[config.mk]
export PLATFORM = sky130hd
export DESIGN_NAME = instr_sequencer_flat
export DESIGN_NICKNAME = d
export VERILOG_FILES = /design/src/rtl/instr_sequencer_if.sv /design/src/rtl/instr_sequencer.sv /design/src/flat_wrapper.sv
export SDC_FILE = /design/constraint.sdc
export NUM_CORES = 1
export LEC_CHECK = 0
export ABC_AREA = 0
export BUFFER_PORTS_ARGS = -buffer_cell sky130_fd_sc_hd__clkbuf_2
export CORE_MARGIN = 4
export CORE_UTILIZATION = 50
export DETAILED_ROUTE_END_ITERATION = 10
export GPL_TIMING_DRIVEN = 1
export MAX_ROUTING_LAYER = met4
export PLACE_DENSITY = 0.71
export RECOVER_POWER = 25
export SKIP_LAST_GASP = 1
export SYNTH_ARGS = -nofsm -noshare
export SYNTH_HDL_FRONTEND = slang
export SYNTH_SLANG_ARGS = --single-unit
export TNS_END_PERCENT = 10
[constraint.sdc]
create_clock -name clk -period 3 [get_ports clk]
set_clock_uncertainty 0.15 [all_clocks]
set_input_delay 0.6 -clock clk [delete_from_list [all_inputs] [get_ports clk]]
set_output_delay 0.6 -clock clk [all_outputs]
set_load 0.05 [all_outputs]
[src/rtl/instr_sequencer_if.sv]
// Instruction handshake between the program sequencer (master) and the cpu (slave).
interface instr_sequencer_if;
   logic        load;
   logic        start;
   logic [15:0] instr;
   logic        waiting;
   logic [15:0] cpu_out;
   logic        cpu_n;
   logic        cpu_v;
   logic        cpu_z;

   modport master (output load, start, instr, input waiting, cpu_out, cpu_n, cpu_v, cpu_z);
   modport slave  (input load, start, instr, output waiting, cpu_out, cpu_n, cpu_v, cpu_z);
endinterface

[src/rtl/instr_sequencer.sv]
// Program sequencer: stores a short program and feeds it to the cpu one instruction
// at a time, capturing each result and flagging a cpu that stops completing.
module instr_sequencer #(
   parameter int  DEPTH   = 16,
   parameter int  TIMEOUT = 64,
   localparam int AW      = $clog2(DEPTH)
) (
   input  logic              clk,
   input  logic              rst,
   instr_sequencer_if.master cpu,
   input  logic              prog_we,
   input  logic [AW-1:0]     prog_addr,
   input  logic [15:0]       prog_data,
   input  logic [AW:0]       prog_len,
   input  logic              run,
   input  logic              abort,
   output logic              busy,
   output logic              done,
   output logic              err,
   output logic [AW-1:0]     pc,
   output logic [15:0]       result,
   output logic [2:0]        flags,
   output logic              result_valid
);
   localparam int              AW1     = AW + 1;
   localparam int              WW      = ($clog2(TIMEOUT + 1) > 8) ? $clog2(TIMEOUT + 1) : 8;
   localparam logic [AW:0]     DEPTH_L = AW1'(DEPTH);
   localparam logic [AW:0]     PC_INC  = AW1'(1);
   localparam logic [WW-1:0]   WD_INC  = WW'(1);
   localparam logic [WW-1:0]   WD_LAST = WW'(TIMEOUT - 1);

   typedef enum logic [2:0] {IDLE, ISSUE, EXEC_LO, EXEC_HI, DONE, ERR} state_t;

   state_t        state;
   logic [15:0]   mem [DEPTH];
   logic [AW:0]   len;
   logic [WW-1:0] wdog;
   logic [15:0]   instr_q;
   logic [AW:0]   pc_next;
   logic          last_s;
   logic          timeout_s;

   assign pc_next   = {1'b0, pc} + PC_INC;
   assign last_s    = (pc_next == len);
   assign timeout_s = (wdog == WD_LAST);

   // The cpu samples load/start on the same edge that it leaves Waiting, so these
   // must follow waiting within the ISSUE cycle.
   assign cpu.load  = (state == ISSUE) && cpu.waiting;
   assign cpu.start = (state == ISSUE) && cpu.waiting;
   assign cpu.instr = instr_q;

   // Program storage; survives reset and is only writable while idle.
   always_ff @(posedge clk) begin
      if (prog_we && (state == IDLE)) begin
         mem[prog_addr] <= prog_data;
      end
   end

   // Sequencer FSM, watchdog and all registered outputs.
   always_ff @(posedge clk or posedge rst) begin
      if (rst) begin
         state        <= IDLE;
         len          <= '0;
         wdog         <= '0;
         instr_q      <= 16'h0000;
         busy         <= 1'b0;
         done         <= 1'b0;
         err          <= 1'b0;
         pc           <= '0;
         result       <= 16'h0000;
         flags        <= 3'b000;
         result_valid <= 1'b0;
      end else begin
         done         <= 1'b0;
         result_valid <= 1'b0;
         if ((state != IDLE) && abort) begin
            state   <= IDLE;
            busy    <= 1'b0;
            instr_q <= 16'h0000;
         end else begin
            case (state)
               IDLE: begin
                  if (run) begin
                     len  <= (prog_len > DEPTH_L) ? DEPTH_L : prog_len;
                     pc   <= '0;
                     err  <= 1'b0;
                     wdog <= '0;
                     busy <= 1'b1;
                     if (prog_len == '0) begin
                        state <= DONE;
                        done  <= 1'b1;
                     end else begin
                        state   <= ISSUE;
                        instr_q <= mem[0];
                     end
                  end
               end
               ISSUE: begin
                  wdog <= wdog + WD_INC;
                  if (timeout_s) begin
                     state   <= ERR;
                     err     <= 1'b1;
                     instr_q <= 16'h0000;
                  end else if (cpu.waiting) begin
                     state   <= EXEC_LO;
                     instr_q <= 16'h0000;
                  end else begin
                     state <= ISSUE;
                  end
               end
               EXEC_LO: begin
                  wdog <= wdog + WD_INC;
                  if (timeout_s) begin
                     state <= ERR;
                     err   <= 1'b1;
                  end else if (!cpu.waiting) begin
                     state <= EXEC_HI;
                  end else begin
                     state <= EXEC_LO;
                  end
               end
               EXEC_HI: begin
                  wdog <= wdog + WD_INC;
                  // Completion in the final allowed cycle still counts as on time.
                  if (cpu.waiting) begin
                     result       <= cpu.cpu_out;
                     flags        <= {cpu.cpu_n, cpu.cpu_v, cpu.cpu_z};
                     result_valid <= 1'b1;
                     if (last_s) begin
                        state <= DONE;
                        done  <= 1'b1;
                     end else begin
                        state   <= ISSUE;
                        pc      <= pc_next[AW-1:0];
                        instr_q <= mem[pc_next[AW-1:0]];
                        wdog    <= '0;
                     end
                  end else if (timeout_s) begin
                     state <= ERR;
                     err   <= 1'b1;
                  end else begin
                     state <= EXEC_HI;
                  end
               end
               DONE: begin
                  state <= IDLE;
                  busy  <= 1'b0;
               end
               ERR: begin
                  state <= IDLE;
                  busy  <= 1'b0;
               end
               default: begin
                  state   <= IDLE;
                  busy    <= 1'b0;
                  instr_q <= 16'h0000;
               end
            endcase
         end
      end
   end
endmodule

[src/flat_wrapper.sv]
// flat-port wrapper written by rule: the top's interface ports become plain ports
module instr_sequencer_flat 
#(
   parameter int  DEPTH   = 16,
   parameter int  TIMEOUT = 64,
   localparam int AW      = $clog2(DEPTH)
)
  (clk, rst, prog_we, prog_addr, prog_data, prog_len, run, abort, busy, done, err, pc, result, flags, result_valid, cpu_load, cpu_start, cpu_instr, cpu_waiting, cpu_cpu_out, cpu_cpu_n, cpu_cpu_v, cpu_cpu_z);
  instr_sequencer_if cpu_i ();
  input  logic clk;
  input  logic rst;
  input  logic prog_we;
  input  logic [AW-1:0] prog_addr;
  input  logic [15:0] prog_data;
  input  logic [AW:0] prog_len;
  input  logic run;
  input  logic abort;
  output logic busy;
  output logic done;
  output logic err;
  output logic [AW-1:0] pc;
  output logic [15:0] result;
  output logic [2:0] flags;
  output logic result_valid;
  output wire logic [$bits(cpu_i.load)-1:0] cpu_load;
  output wire logic [$bits(cpu_i.start)-1:0] cpu_start;
  output wire logic [$bits(cpu_i.instr)-1:0] cpu_instr;
  input wire logic [$bits(cpu_i.waiting)-1:0] cpu_waiting;
  input wire logic [$bits(cpu_i.cpu_out)-1:0] cpu_cpu_out;
  input wire logic [$bits(cpu_i.cpu_n)-1:0] cpu_cpu_n;
  input wire logic [$bits(cpu_i.cpu_v)-1:0] cpu_cpu_v;
  input wire logic [$bits(cpu_i.cpu_z)-1:0] cpu_cpu_z;
  assign cpu_load = cpu_i.load;
  assign cpu_start = cpu_i.start;
  assign cpu_instr = cpu_i.instr;
  assign cpu_i.waiting = cpu_waiting;
  assign cpu_i.cpu_out = cpu_cpu_out;
  assign cpu_i.cpu_n = cpu_cpu_n;
  assign cpu_i.cpu_v = cpu_cpu_v;
  assign cpu_i.cpu_z = cpu_cpu_z;
  instr_sequencer #(.DEPTH(DEPTH), .TIMEOUT(TIMEOUT)) u_core (.clk(clk), .rst(rst), .cpu(cpu_i), .prog_we(prog_we), .prog_addr(prog_addr), .prog_data(prog_data), .prog_len(prog_len), .run(run), .abort(abort), .busy(busy), .done(done), .err(err), .pc(pc), .result(result), .flags(flags), .result_valid(result_valid));
endmodule
==> metrics.csv, run 1 <==
stage,metric,value,unit
outcome,status,completed,
cells_and_area,register_area,9170,um^2
cts,clock-sinks,315,
critical_path,required,3.28,ns
critical_path,critPathMaxStageDelay,0.52,ns
timing,drv_slew,0,
power_and_ir_drop,p_per_area,832,nW/um^2
global_route,grtUsageTotal,0.203,
synth,synthDistinctLibCells,52,
global_route,grt_pass1_wl,42.9,mm
critical_path,cp_slowest_cell,dfrtp_4,
cts,insertion_delay,0.54,ns
power_and_ir_drop,p_leak,5.17,nW
power_and_ir_drop,irDropWorstVdd,0.000589,V
critical_path,startpoint_type,flip-flop,
timing,worst_pin_slew,0.799,ns
timing,rsz0062_at_grt,false,
cells_and_area,fin_util,0.600,
synth,avgSynthCellArea,18.1,um^2
critical_path,path_cells,"ha_2, xor3_1, nor3_1, or4b_1, and4_1, a22o_1",
cts,cts_setup_buffers,0,
routing,drc_errors,0,
synth,seq_area_frac_synth,0.726,
cells_and_area,drive_above_1_share,0.312,
synth,synth_edf_count,256,
cells_and_area,final_cell_mix,"256 x edfxtp_1, 82 x clkbuf_2, 73 x nand2_1, 64 x mux4_2, 58 x dfrtp_1",
cts,hold_buffers,0,
critical_path,r2r_start,u_core.pc[0],
cells_and_area,fill_cells,1777,
cts,h-tree-depth,1,
synth,syn_inst,698,
critical_path,crit_path_start,u_core.pc[0],
routing,wl,27.6,mm
timing,slew_headroom,0.464,
synth,async_reset_ff_frac,0.187,
critical_path,cp.arrival,3.08,ns
global_route,grt_max_degree,65,
critical_path,worst-path-buf-inv,0,
routing,ant_nets,0,
die,design.core.area,24600,um^2
die,die-area,27800,um^2
timing,finalSetupViolations,0,
run,drv_cap,0,
cells_and_area,multi_input_area,3300,um^2
cells_and_area,area_growth,17.0,%
critical_path,cp_top_family,simple AND/OR/NAND/NOR gates,
routing,drt_iter0_markers,864,
synth,synth_top_area_cell,edfxtp_1,
timing,max_freq,0.358,GHz
cts,cts_made_buffers,31,
die,die_h,167,um
die,rows,57,
min_path,min_path_type,input pin to asynchronous set/reset pin,
routing,wl_per_cell,23.5,um
die,dieWidth,167,um
die,start_util,0.513,
timing,setup_tns,0,ns
cts,ctsResizeCount,0,
placed_design,dp_hpwl,16.6,mm
routing,drtPass1Iterations,6,
placed_design,portBuffers,94,
critical_path,critPathMaxFanout,16,
synth,yosys-top-cells-area,"edfxtp_1 61%, dfrtp_1 12%, mux4_2 11%, nand2_1 2.2%, mux2_2 1.5%",
cts,clockBufferDepth,3,
routing,viasPerCell,6.02,
cts,cts_tree,built,
timing,period_needed,2.80,ns
timing,fin_crit_sh,0.932,
cells_and_area,fin_nets,876,
global_route,grt_pass1_vias,7401,
synth,syn_nets,750,
die,ios,95,
synth,synth_top_area_share,0.609,
cts,clkTransAtPathRegs,0.06,ns
routing,vias,7070,
cts,cts_root_buf,clkbuf_16,
critical_path,crit_type,flip-flop to flip-flop,
placed_design,place.gp.congestion,0.888,
timing,whs,0.0169,ns
synth,ys.warnings.count,0,
cells_and_area,final_common_cell,edfxtp_1,
global_route,antenna_found_initial,1,
critical_path,worstSetupEndpointType,flip-flop,
synth,syn_area,12600,um^2
timing,hold_viol,0,
synth,ys_ff_latch,315,
synth,synth_flop_cell,edfxtp_1,
global_route,overflow,0,
power breakdown:
part	switching, mW	total (mW)	internal, mW
logic	2.06	3.14	1.08
registers	0.251	5.36	5.11
clock network	1.59	3.78	2.19
path summary, 6_finish.rpt:
| kind | to | slack, ns | depth (start not counted) |
|---|---|---|---|
| worst max-delay path | u_core.cpu.instr[2] | 0.20 | 6 |
| worst max register to register | u_core.cpu.instr[2] | 0.20 | 6 |
| worst min register to register | u_core.result[2] | 0.33 | 2 |
| max in group asynchronous | u_core.pc[0] | 2.06 | 3 |
| worst min-delay path | u_core.result_valid | 0.02 | 2 |
| min in group clk | u_core.result[3] | 0.10 | 3 |
Yosys cell counts (all sizes together), types with 2 or more instances:
cell,instances
edfxtp,256
nand2,73
mux4,64
dfrtp,59
o21ai,25
nor2,23
clkbuf,22
buf,18
mux2i,18
a22o,17
mux2,17
a32oi,16
nand2b,15
nor3,12
xnor2,8
a21oi,5
inv,4
nand3,4
a211oi,3
nor3b,3
nor4b,3
o2bb2ai,3
xor2,3
ha,2
nand4,2
o21a,2
or3,2
or4b,2
registers in the layout (all words and copies together), names as in the netlist, 3 cells and up:
name              count
u_core.mem          256
u_core.cpu.instr     16
u_core.result        16
u_core.wdog           8
u_core.len            5
u_core.pc             4
u_core.flags          3
u_core.state          3
final cells by class:
cell class,count,share of cell area
sequential,315,0.621
tap,324,0.0275
multi-input combinational,339,0.223
timing repair buffer,133,0.0583
antenna,1,0.000170
clock inverter,20,0.0108
clock buffer,38,0.0577
inverter,4,0.00102
worst reg2reg max path, delay by kind of cell, from the launching register on:
kind	cells	cell delay, ns
DFF	1	0.52
xor gates and xnor gates	1	0.36
adders and majority gates	1	0.21
and+or+nand+nor	3	1.14
AOI/OAI and AO/OA	1	0.31
through the flow:
stage / instance area (um^2) / worst slack (ns) / power [mW] / instances
after floorplan: 12600 / -0.0588 / 7.66 / 698
after global placement: 13800 / 0.263 / 8.48 / 1115
after detailed placement: 13800 / 0.181 / 8.58 / 1115
after CTS: 14800 / 0.175 / 12.3 / 1173
after global routing: 14800 / 0.0299 / 12.8 / 1174
final: 14800 / 0.203 / 12.3 / 1174
per-layer routing:
layer	track usage	vias up	share of wire
met5	-	-	0
met1	0.285	3644	0.41
met4	0.0452	0	0.023
met3	0.0377	51	0.077
li1	-	3036	-
met2	0.317	339	0.48
logic make-up (layout without fill, tap and decap cells):
logic type      Yosys count  count (layout)  synth area share
other cells               0               1                 0
fa+ha+maj                 2               2           0.00198
compound gates           78              78            0.0450
mux                      99              99             0.144
buf+inv                  44             195            0.0163
simple gates            147             147            0.0555
xor+xnor                 13              13            0.0113
flops                   315             315             0.726
No activity file was read; power rests on OpenSTA's default activity.
==> run 2, diff against run 1 <==
--- a/config.mk
+++ b/config.mk
@@ -11,6 +11,7 @@
 export CORE_UTILIZATION = 50
 export DETAILED_ROUTE_END_ITERATION = 10
 export GPL_TIMING_DRIVEN = 1
+export HOLD_SLACK_MARGIN = 0.12
 export MAX_ROUTING_LAYER = met4
 export PLACE_DENSITY = 0.71
 export RECOVER_POWER = 25
==> run 2 against run 1 <==
  * Worst hold slack improved by 0.16 ns
  * Final cell count rose by 1.7%
  * Via count rose by 1.6%
  * Power rose by 0.25%
  * First-iteration DRC count fell by 4.5%
  * Routed wire length rose by 1.5%
  * Worst setup slack improved by 0.0011 ns
  * Utilization rose by 0.81 points
  * Sequential share of layout area fell by 0.83 points
==> metrics.csv, run 2 (synthesized netlist as in run 1, its figures left out) <==
stage,metric,value,unit
power_and_ir_drop,p_per_area,823,nW/um^2
placed_design,place_ws,0.181,ns
cts,clock-sinks,315,
cts,insertion_delay,0.55,ns
cells_and_area,final_cell_mix,"256 x edfxtp_1, 82 x clkbuf_2, 73 x nand2_1, 64 x mux4_2, 58 x dfrtp_1",
global_route,grt_pass1_vias,7505,
placed_design,dp_hpwl,16.6,mm
global_route,overflow,0,
global_route,antenna_found_initial,1,
timing,slew_headroom,0.475,
placed_design,placed_cell_area,13800,um^2
critical_path,r2r_cells,6,
routing,wl_per_cell,23.4,um
global_route,grtUsageTotal,0.205,
critical_path,r2r_start,u_core.pc[0],
power_and_ir_drop,finalPower,12.3,mW
routing,wl,28.0,mm
cells_and_area,largest_register_ff_count,256,
timing,setup_tns,0,ns
cts,cts_tree,built,
timing,worst_pin_slew,0.783,ns
die,rows,57,
cells_and_area,instances_no_fill,1194,
placed_design,place.gp.congestion,0.888,
critical_path,crit_type,flip-flop to flip-flop,
routing,ant_nets,0,
placed_design,portBuffers,94,
timing,drv_slew,0,
cells_and_area,multi_input_area,3300,um^2
placed_design,numPlacedInstances,1115,
min_path,min_path_type,input pin to flip-flop,
global_route,grt_pass1_wl,43.4,mm
critical_path,worstSetupEndpointType,flip-flop,
die,die-area,27800,um^2
timing,hold_viol,0,
die,start_util,0.513,
run,drv_cap,0,
cts,clkTransAtPathRegs,0.06,ns
cells_and_area,register_area,9170,um^2
global_route,grt_max_degree,65,
critical_path,cp.arrival,3.08,ns
cells_and_area,fin_util,0.608,
routing,vias,7181,
routing,drc_errors,0,
critical_path,r2r-end,u_core.cpu.instr[2],
power_and_ir_drop,irDropWorstVdd,0.000527,V
timing,worst_slack,0.204,ns
die,ios,95,
critical_path,r2r_slack,0.20,ns
cells_and_area,fin_nets,896,
critical_path,startpoint_type,flip-flop,
cells_and_area,area_growth,18.5,%
timing,rsz0062_at_grt,false,
critical_path,crit_path_start,u_core.pc[0],
cells_and_area,fin_area,15000,um^2
cells_and_area,drive_above_1_share,0.305,
die,dieWidth,167,um
die,die_h,167,um
critical_path,critical_path_depth,6,
die,design.core.area,24600,um^2
critical_path,worst-path-buf-inv,0,
critical_path,required,3.28,ns
routing,drt_iter0_markers,825,
min_path,worstHoldStart,prog_len[1],
cts,h-tree-depth,1,
timing,period_needed,2.80,ns
power_and_ir_drop,p_leak,5.25,nW
cells_and_area,final_common_cell,edfxtp_1,
timing,finalSetupViolations,0,
cts,clockBufferDepth,3,
routing,drtPass1Iterations,5,
critical_path,cp_top_family,simple AND/OR/NAND/NOR gates,
timing,whs,0.180,ns
timing,max_freq,0.358,GHz
routing,viasPerCell,6.01,
outcome,status,completed,
cells_and_area,fill_cells,1751,
critical_path,path_cells,"ha_2, xor3_1, nor3_1, or4b_1, and4_1, a22o_1",
cells_and_area,top_register,u_core.mem,
critical_path,crit_end,u_core.cpu.instr[2],
critical_path,critPathMaxFanout,16,
cts,cts_root_buf,clkbuf_16,
cts,cts_made_buffers,31,
critical_path,critPathMaxStageDelay,0.52,ns
timing,fin_crit_sh,0.932,
cts,cts_setup_buffers,0,
critical_path,cp_slowest_cell,dfrtp_4,
==> run 2: cell types whose count changed in the layout (fill, tap and decap cells not counted), sizes merged <==
cell	delta
dlygate4sd3	+20
==> run 2: cell type report <==
cell class / instances / area share
clock buffer: 38 / 0.0570
inverter: 4 / 0.00100
timing repair buffer: 153 / 0.0709
tap: 324 / 0.0271
antenna: 1 / 0.000167
multi-input combinational: 339 / 0.220
clock inverter: 20 / 0.0106
sequential: 315 / 0.613
==> run 2: worst min-delay path by stage <==
| stage | slack (ns) | to | cells past startpoint |
|---|---|---|---|
| finish | 0.18 | u_core.len[1] | 3 |
| global route | 0.18 | u_core.len[0] | 3 |
| CTS | 0.16 | u_core.len[0] | 3 |
| detailed placement | 0.31 | u_core.result[2] | 2 |
| global placement | 0.31 | u_core.result[11] | 2 |
| floorplan | 0.30 | u_core.len[3] | 2 |
==> run 2: power by group <==
group	total (mW)	internal (mW)	switching (mW)
Clock	3.79	2.19	1.61
Sequential	5.35	5.11	0.250
Combinational	3.16	1.10	2.06
Total	12.3	8.39	3.92
==> run 2: worst register-to-register path, stage by stage (launching register included) <==
cell and delay, ns:
dfrtp_4 0.52, ha_2 0.21, xor3_1 0.36, nor3_1 0.19
or4b_1 0.48, and4_1 0.47, a22o_1 0.31
==> run 2: repair_timing <==
action                                 4_1_cts  5_1_grt
resized for setup                            0        0
hold buffers                                20        0
endpoints found under the hold margin       51        0
==> run 2: layer usage <==
layer	GRT usage	part of all wire	up-vias
li1	-	-	3075
met1	0.285	0.42	3713
met2	0.323	0.49	333
met3	0.0379	0.069	60
met4	0.0480	0.025	0
met5	-	0	-
==> run 3, diff against run 2 <==
--- a/config.mk
+++ b/config.mk
@@ -14,7 +14,7 @@
 export HOLD_SLACK_MARGIN = 0.12
 export MAX_ROUTING_LAYER = met4
 export PLACE_DENSITY = 0.71
-export RECOVER_POWER = 25
+export RECOVER_POWER = 100
 export SKIP_LAST_GASP = 1
 export SYNTH_ARGS = -nofsm -noshare
 export SYNTH_HDL_FRONTEND = slang
==> constraint.sdc (replaced) <==
create_clock -name clk -period 3 [get_ports clk]
set_clock_uncertainty 0.15 [all_clocks]
set_input_delay 0.6 -clock clk [delete_from_list [all_inputs] [get_ports clk]]
set_output_delay 0.6 -clock clk [all_outputs]
set_load 0.01 [all_outputs]
==> run 3 against run 2 <==
  * Register-to-register slack got worse by 0.07 ns
  * First-iteration DRC count fell by 1.3%
  * Routed wire length rose by 0.30%
  * Global-route usage did not move
  * Critical endpoint is now u_core.mem[12][4]
  * Largest power group unchanged
==> metrics.csv, run 3 (synthesized netlist as in run 1, its figures left out) <==
stage,metric,value,unit
placed_design,place.gp.congestion,0.888,
cells_and_area,top_register,u_core.mem,
critical_path,critPathMaxStageDelay,0.49,ns
cts,clockBufferDepth,3,
cells_and_area,instances_no_fill,1194,
timing,period_needed,2.86,ns
critical_path,path_cells,"nor3_1, buf_12, nand2_1, or3_1, nor2_1, clkbuf_2",
timing,finalSetupViolations,0,
power_and_ir_drop,p_int,8.30,mW
global_route,antenna_found_initial,1,
routing,wl,28.1,mm
cells_and_area,fin_area,14700,um^2
timing,setup_tns,0,ns
cts,cts_tree,built,
run,drv_cap,0,
cts,clkTransAtPathRegs,0.06,ns
timing,worst_slack,0.138,ns
routing,vias,7128,
cells_and_area,area_growth,16.9,%
die,dieWidth,167,um
timing,rsz0062_at_grt,false,
placed_design,numPlacedInstances,1115,
cts,h-tree-depth,1,
critical_path,cp.arrival,2.90,ns
power_and_ir_drop,power_frac_comb,0.209,
cts,hold_buffers,20,
power_and_ir_drop,p_sw,3.25,mW
die,rows,57,
routing,wl_met1,11.8,mm
power_and_ir_drop,irDropWorstVdd,0.000431,V
critical_path,cp_slowest_cell,dfrtp_1,
min_path,min_path_type,input pin to flip-flop,
cts,ctsResizeCount,0,
placed_design,placed_cell_area,13800,um^2
timing,hold_viol,0,
power_and_ir_drop,finalPower,11.5,mW
global_route,overflow,0,
die,die_h,167,um
cts,cts_setup_buffers,0,
critical_path,worstSetupEndpointType,flip-flop,
routing,drc_errors,0,
global_route,grt_pass1_vias,7505,
global_route,grtUsageTotal,0.205,
critical_path,r2r_slack,0.14,ns
cells_and_area,drive_above_1_share,0.232,
placed_design,portBuffers,94,
routing,wl_met2,13.7,mm
die,design.core.area,24600,um^2
critical_path,critPathMaxFanout,21,
cts,cts_made_buffers,31,
cells_and_area,final_common_cell,edfxtp_1,
timing,fin_crit_sh,0.954,
timing,worst_pin_slew,1.28,ns
timing,slew_headroom,0.144,
critical_path,required,3.04,ns
power_and_ir_drop,p_per_area,783,nW/um^2
cts,cts_root_buf,clkbuf_16,
global_route,grt_pass1_wl,43.4,mm
outcome,status,completed,
power_and_ir_drop,seq_power_share,0.463,
routing,drtPass1Iterations,5,
routing,routed-wl-met3,1.89,mm
die,start_util,0.513,
die,die-area,27800,um^2
critical_path,crit_type,flip-flop to flip-flop,
cts,insertion_delay,0.55,ns
timing,drv_slew,0,
timing,max_freq,0.349,GHz
power_and_ir_drop,clkPwrFrac,0.328,
die,ios,95,
cells_and_area,largest_register_ff_count,256,
placed_design,dp_hpwl,16.6,mm
routing,routed.top_layer,met4,
global_route,grt_max_degree,65,
cts,clock-sinks,315,
power_and_ir_drop,p_leak,5.03,nW
cells_and_area,fin_util,0.599,
cells_and_area,fin_nets,896,
cells_and_area,final_cell_mix,"256 x edfxtp_1, 73 x nand2_1, 70 x clkbuf_1, 64 x mux4_2, 58 x dfrtp_1",
routing,drt_iter0_markers,814,
critical_path,startpoint_type,flip-flop,
routing,wl_per_cell,23.5,um
routing,ant_nets,0,
placed_design,place_ws,0.181,ns
timing,whs,0.178,ns
power_and_ir_drop,switching_share,0.281,
routing,viasPerCell,5.97,
## run 3: path summary, 6_finish.rpt
path | from | to | depth (start not counted)
worst min register to register | u_core.result[2] | u_core.result[2] | 2
worst max register to register | u_core.state[0] | u_core.mem[12][4] | 6
worst max-delay path | u_core.state[0] | u_core.mem[12][4] | 6
min in group asynchronous | rst | u_core.cpu.instr[6] | 3
max in group asynchronous | rst | u_core.pc[0] | 4
worst min-delay path | prog_len[1] | u_core.len[1] | 3
## run 3: layer usage
layer | GRT usage | up-vias
met3 | 0.0379 | 54
met1 | 0.285 | 3688
li1 | - | 3073
met2 | 0.323 | 313
met4 | 0.0480 | 0
met5 | - | -
## run 3: area by class of cell
cell class	instances	area (um^2)
fill	1806	9860
sequential	315	9170
multi-input combinational	339	3270
timing repair buffer	153	876
clock buffer	38	852
tap	324	405
clock inverter	20	159
inverter	4	15.0
antenna	1	2.50
## run 3: power by group through the flow
stage	Combinational, mW	Sequential [mW]	Clock (mW)
6_report	2.41	5.35	3.78
4_1_cts	2.52	5.35	3.84
5_1_grt	2.64	5.38	4.04
3_5_place_dp	2.49	5.43	0
3_3_place_gp	2.41	5.41	0
2_1_floorplan	1.56	5.44	0
## run 3: worst max-delay path: cells and delay by family, from the launching register on
family	cells	cell delay [ns]
flip-flops	1	0.49
buffers and inverters	2	0.72
AND/OR/NAND/NOR	4	1.13
